File: src/rtl/vga_pmod_receiver.sv
// VGA PMOD capture: recovers sync timing, emits per-pixel x/y/RGB, locks to the nominal
// geometry and signs each locked frame with CRC-16-CCITT. Define VGA_RX_BLANK_CHECK_EN to flag blanking RGB.
module vga_pmod_receiver #(
    parameter int unsigned H_ACTIVE    = 640,
    parameter int unsigned H_FP        = 16,
    parameter int unsigned H_SYNC      = 96,
    parameter int unsigned H_BP        = 48,
    parameter int unsigned V_ACTIVE    = 480,
    parameter int unsigned V_FP        = 10,
    parameter int unsigned V_SYNC      = 2,
    parameter int unsigned V_BP        = 33,
    parameter bit          SYNC_ACTIVE = 1'b0
) (
    input  logic        clk,
    input  logic        rst,
    input  logic [7:0]  i_pmod,
    output logic        o_pixel_valid,
    output logic [9:0]  o_x,
    output logic [9:0]  o_y,
    output logic [1:0]  o_r,
    output logic [1:0]  o_g,
    output logic [1:0]  o_b,
    output logic        o_locked,
    output logic        o_frame_done,
    output logic [15:0] o_frame_crc,
    output logic [10:0] o_h_period,
    output logic [9:0]  o_v_lines,
    output logic        o_error
);

    localparam logic [10:0] HTotal  = 11'(H_ACTIVE + H_FP + H_SYNC + H_BP);
    localparam logic [9:0]  VTotal  = 10'(V_ACTIVE + V_FP + V_SYNC + V_BP);
    localparam logic [10:0] HStart  = 11'(H_SYNC + H_BP);
    localparam logic [10:0] HEnd    = 11'(H_SYNC + H_BP + H_ACTIVE);
    localparam logic [9:0]  VStart  = 10'(V_SYNC + V_BP);
    localparam logic [9:0]  VEnd    = 10'(V_SYNC + V_BP + V_ACTIVE);
    localparam logic [10:0] HSyncW  = 11'(H_SYNC);
    // Reset the input stage to "syncs deasserted" so the first real edge is not masked.
    localparam logic [7:0]  PmodIdle = {~SYNC_ACTIVE, 3'b000, ~SYNC_ACTIVE, 3'b000};

    typedef enum logic [1:0] {StAcquire, StMeasure, StLocked} state_e;

    state_e      state_q, state_d;
    logic [7:0]  pmod_q;
    logic        hs_prev_q, vs_edge_q;
    logic [10:0] hcnt_q, hpos, hsw_q, hsw_d, period;
    logic [9:0]  vcnt_q, vpos, lines;
    logic [15:0] crc_q, crc_d;
    logic        hs_act, vs_act, hs_edge, hs_fall, frame_start, active;
    logic        line_bad, width_bad, frame_bad, sat_hit, timing_bad, lock_fault;
    logic        err_d, done_d;
    logic [1:0]  r_s, g_s, b_s;
    logic [9:0]  x_d, y_d;

    assign hs_act      = (pmod_q[7] == SYNC_ACTIVE);
    assign vs_act      = (pmod_q[3] == SYNC_ACTIVE);
    assign hs_edge     = hs_act & ~hs_prev_q;
    assign hs_fall     = ~hs_act & hs_prev_q;
    assign frame_start = hs_edge & vs_act & ~vs_edge_q;
    assign r_s         = {pmod_q[0], pmod_q[4]};
    assign g_s         = {pmod_q[1], pmod_q[5]};
    assign b_s         = {pmod_q[2], pmod_q[6]};
    assign period      = (hcnt_q == 11'h7FF) ? 11'h7FF : hcnt_q + 11'd1;
    assign lines       = (vcnt_q == 10'h3FF) ? 10'h3FF : vcnt_q + 10'd1;

    function automatic logic [15:0] crc_step6(input logic [15:0] c, input logic [5:0] d);
        logic [15:0] c_n;
        logic        fb;
        c_n = c;
        for (int i = 5; i >= 0; i--) begin
            fb  = c_n[15] ^ d[i];
            c_n = {c_n[14:0], 1'b0} ^ (fb ? 16'h1021 : 16'h0000);
        end
        return c_n;
    endfunction

    // Position of the pixel currently in stage 1.
    always_comb begin
        hpos  = hs_edge ? 11'd0 : period;
        vpos  = vcnt_q;
        hsw_d = hsw_q;
        if (hs_edge) begin
            vpos  = frame_start ? 10'd0 : lines;
            hsw_d = 11'd1;
        end else if (hs_act && hsw_q != 11'h7FF) begin
            hsw_d = hsw_q + 11'd1;
        end
        active = (hpos >= HStart) && (hpos < HEnd) && (vpos >= VStart) && (vpos < VEnd);
        x_d    = active ? 10'(hpos - HStart) : 10'd0;
        y_d    = active ? (vpos - VStart) : 10'd0;
        crc_d  = crc_q;
        if (frame_start) begin
            crc_d = 16'hFFFF;
        end else if (active) begin
            crc_d = crc_step6(crc_q, {r_s, g_s, b_s});
        end
    end

    assign line_bad   = hs_edge & (period != HTotal);
    assign width_bad  = hs_fall & (hsw_q != HSyncW);
    assign frame_bad  = frame_start & (lines != VTotal);
    assign sat_hit    = ~hs_edge & (hcnt_q == 11'h7FE);
    assign timing_bad = line_bad | width_bad | frame_bad | sat_hit;

`ifdef VGA_RX_BLANK_CHECK_EN
    logic blank_bad;
    assign blank_bad  = ~active & ({r_s, g_s, b_s} != 6'd0);
    assign lock_fault = timing_bad | blank_bad;
`else
    assign lock_fault = timing_bad;
`endif

    always_comb begin
        state_d = state_q;
        err_d   = 1'b0;
        done_d  = 1'b0;
        unique case (state_q)
            StAcquire: begin
                if (frame_start) state_d = StMeasure;
            end
            StMeasure: begin
                if (timing_bad) begin
                    state_d = StAcquire;
                end else if (frame_start) begin
                    state_d = StLocked;
                end
            end
            StLocked: begin
                if (lock_fault) begin
                    state_d = StAcquire;
                    err_d   = 1'b1;
                end else if (frame_start) begin
                    done_d = 1'b1;
                end
            end
            default: state_d = StAcquire;
        endcase
    end

    always_ff @(posedge clk or posedge rst) begin
        if (rst) begin
            pmod_q        <= PmodIdle;
            hs_prev_q     <= 1'b0;
            vs_edge_q     <= 1'b0;
            hcnt_q        <= 11'd0;
            vcnt_q        <= 10'd0;
            hsw_q         <= 11'd0;
            crc_q         <= 16'hFFFF;
            state_q       <= StAcquire;
            o_pixel_valid <= 1'b0;
            o_x           <= 10'd0;
            o_y           <= 10'd0;
            o_r           <= 2'd0;
            o_g           <= 2'd0;
            o_b           <= 2'd0;
            o_frame_done  <= 1'b0;
            o_frame_crc   <= 16'd0;
            o_h_period    <= 11'd0;
            o_v_lines     <= 10'd0;
            o_error       <= 1'b0;
        end else begin
            pmod_q        <= i_pmod;
            hs_prev_q     <= hs_act;
            hcnt_q        <= hpos;
            vcnt_q        <= vpos;
            hsw_q         <= hsw_d;
            crc_q         <= crc_d;
            state_q       <= state_d;
            o_pixel_valid <= active;
            o_x           <= x_d;
            o_y           <= y_d;
            o_r           <= active ? r_s : 2'd0;
            o_g           <= active ? g_s : 2'd0;
            o_b           <= active ? b_s : 2'd0;
            o_frame_done  <= done_d;
            o_error       <= err_d;
            if (hs_edge) begin
                vs_edge_q  <= vs_act;
                o_h_period <= period;
            end
            if (frame_start) o_v_lines <= lines;
            if (done_d) o_frame_crc <= crc_q;
        end
    end

    assign o_locked = (state_q == StLocked);

endmodule

File: config.mk
export PLATFORM = sky130hd
export DESIGN_NAME = vga_pmod_receiver
export DESIGN_NICKNAME = d
export VERILOG_FILES = /design/src/rtl/vga_pmod_receiver.sv
export SDC_FILE = /design/constraint.sdc
export NUM_CORES = 1
export LEC_CHECK = 0
export ABC_CLOCK_PERIOD_IN_PS = 9200
export CORE_MARGIN = 10
export CORE_UTILIZATION = 40
export DETAILED_ROUTE_END_ITERATION = 16
export GPL_ROUTABILITY_DRIVEN = 0
export PLACE_DENSITY = 0.58
export SLEW_MARGIN = 30
export SYNTH_ARGS = -nofsm -noshare
export SYNTH_HDL_FRONTEND = slang
export SYNTH_SLANG_ARGS = --single-unit
File: constraint.sdc
create_clock -name clk -period 9.2 [get_ports clk]
set_input_delay 0.92 -clock clk [delete_from_list [all_inputs] [get_ports clk]]
set_output_delay 0.92 -clock clk [all_outputs]
set_load 0.05 [all_outputs]
==> flow_summary.ini <==
[critical_path]
reg2reg_slack_ps = 5500
end_kind = flip-flop
critPathSlowestCell = buf_4
slowest_delay_ps = 480
ff2ff_path_depth = 11
path_common_cell = ha_1
start_kind = flip-flop
crit_fanout = 33
cp.required_ps = 9540
cp_cell_sequence = ha_1 -> nand4_2 -> or3_4 -> and2_1 -> o21ai_0 -> ha_1 -> nor4_2 -> and4_4 -> o221ai_4 -> buf_4 -> mux2i_1
arrival_ps = 4040
worstSetupPathType = flip-flop to flip-flop

[route]
post_drt_wl_per_cell_microns = 16.56
wl_microns = 13630
num_vias = 4315
drt_iter0_drc = 373
drt_pre_antenna_iters = 4
vias_per_cell = 5.243
antenna_left = 0
drc = 0

[timing]
relSlewSlack_pct = 42.13
clock-skew-final_ps = 7.349
fin_crit_ps = 3704
finalHoldViolCount = 0
setup_tns_ps = 0
rsz0062_at_grt = false
setup_viol = 0
drv_slew = 0
holdWs_ps = 454.9
max_freq_ghz = 0.2700
post-route-period-util_pct = 40.26
worst_pin_slew_ps = 859.0

[run_status]
run_status = completed

[floorplan]
start_util_pct = 40.78
io-pin-count = 77
die_w_microns = 141.5
die_h_microns = 141.5
dieArea_sq_um = 20020
row_count = 44
coreArea_sq_um = 14480

[global_routing]
first_global_vias = 4385
grt.overflow.total = 0
grt_usage_pct = 14.20
grt_first_pass_wirelength_microns = 22970
grt_max_degree = 65
antenna_found_initial = 0

[clock_tree]
cts.sinks = 126
htreeDepth = 4
numCtsBuffers = 17
cts_buffer_depth = 2
clock_latency_ps = 420
cts.root.buffer_cell = clkbuf_16
clk_pin_slew_ps = 60
post_cts_buffers = 0
cts_tree = built
ctsHoldBuffers = 0
cts-resized-gates = 0

[yosys]
synthFlopType = dfrtp_1
avgSynthCellArea_sq_um = 10.68
yosysWarningCount = 0
synth_area_sq_um = 5904
ys_ff_latch = 126
seq_area_frac_synth_pct = 53.78
synthArstFlopShare_pct = 100.0
synth_nets = 571
synth_edf_count = 0
synth_cells = 553
ys_types = 70

[pwr]
power_w = 0.001563
ir_drop_v = 0.0001466
power.density_nw_per_um2 = 210.9
p_leak_nw = 3.480

[place]
dp_hpwl_microns = 9737
portBuffers = 76

[final_layout]
multi_input_area_sq_um = 2491
final_common_cell = dfrtp_1
num_antenna_cells = 0
regArea_sq_um = 3176
layout-drive-gt1-share_pct = 13.30
layout_common_cells = dfrtp_1 (108), nor2_1 (76), clkdlybuf4s50_1 (76)
synthToLayoutAreaGrowth_pct = 25.47
nFillCells = 1325
nNetsFinal = 644

[min_path]
min_path_cells = 1
hp-class = flip-flop to flip-flop

[job]
drv_cap = 0
## metal layers
metal	share of wire, %	wire length (microns)	global-route usage (%)	vias up
li1	-	-	-	2076
met1	46	6239	18.34	2136
met2	47	6349	21.38	89
met3	6.1	828	4.740	14
met4	1.5	210	5.810	0
met5	0	0	0	-
## worst max-delay path: cells and delay by family, from the launching register on
family          cells  cell delay, ps
compound gates      2             560
flops               1             470
buf+inv             1             480
mux                 1             250
fa+ha+maj           2             690
simple gates        5            1140
## synth_stat cells (6+ instances only)
cell	number	area (sq um)
dfrtp_1	108	2703
nand4_1	10	62.56
nand2_1	41	153.9
buf_2	6	30.03
ha_1	8	100.1
a31oi_1	8	50.05
dfstp_2	18	473.0
mux2i_1	18	180.2
inv_1	27	101.4
xor2_1	20	175.2
a41oi_1	6	52.55
nor2_1	77	289.0
mux2_2	7	78.83
nand3_1	15	75.07
o21ai_0	29	145.1
a21oi_1	10	50.05
clkbuf_1	12	45.04
xnor2_1	20	175.2
mux2_1	10	112.6
and3_1	14	87.58
## worst paths after layout
kind / endpoint / from
min in group asynchronous: o_g[0] / rst
min reg2reg: state_q[0] / state_q[1]
min: state_q[0] / state_q[1]
max in group asynchronous: vcnt_q[8] / rst
max reg2reg: crc_q[0] / vcnt_q[0]
max: crc_q[0] / vcnt_q[0]
## metrics by stage
| stage | cell area [sq um] | setup slack (ps) | instances | utilization (%) |
|---|---|---|---|---|
| after floorplan | 5904 | 4954 | 553 | - |
| after global routing | 7408 | 5212 | 823 | 51.17 |
| after detailed placement | 6799 | 5485 | 791 | 46.96 |
| after CTS | 7408 | 5484 | 823 | 51.17 |
| final | 7408 | 5496 | 823 | 51.17 |
| after global placement | 6799 | 5693 | 791 | 46.96 |
## sequential cells by signal, indices dropped and copies added, names as in the netlist, 8 cells and up
signal / cells
crc_q: 16
o_y: 10
hcnt_q: 11
o_frame_crc: 16
o_x: 10
pmod_q: 8
o_h_period: 11
o_v_lines: 10
vcnt_q: 10
hsw_q: 11
## power by group
group / switching [W] / total (W) / leakage (nW) / internal [W]
clock network: 0.000239 / 0.000686 / 0.300 / 0.000447
registers: 0.0000433 / 0.000635 / 1.65 / 0.000592
logic: 0.000156 / 0.000241 / 1.53 / 0.0000853
total: 0.000439 / 0.00156 / 3.48 / 0.00112
## cell families after synthesis
kind of cell	share of synthesized area (%)
flip-flops	53.78
multiplexers	6.294
buffers and inverters	4.153
adder cells (fa/ha/maj)	1.695
AND/OR/NAND/NOR	17.19
AO/OA/AOI/OAI	10.96
XOR/XNOR	5.934
## final cells by class
class,count,area share [%]
clock buffers,22,6.401
clock inverters,10,1.824
inverters,27,1.402
multi-input cells,373,33.63
flip-flops and latches,126,42.86
well taps,184,3.108
repair buffers,81,10.78
Power figures use the tool's default switching activity.
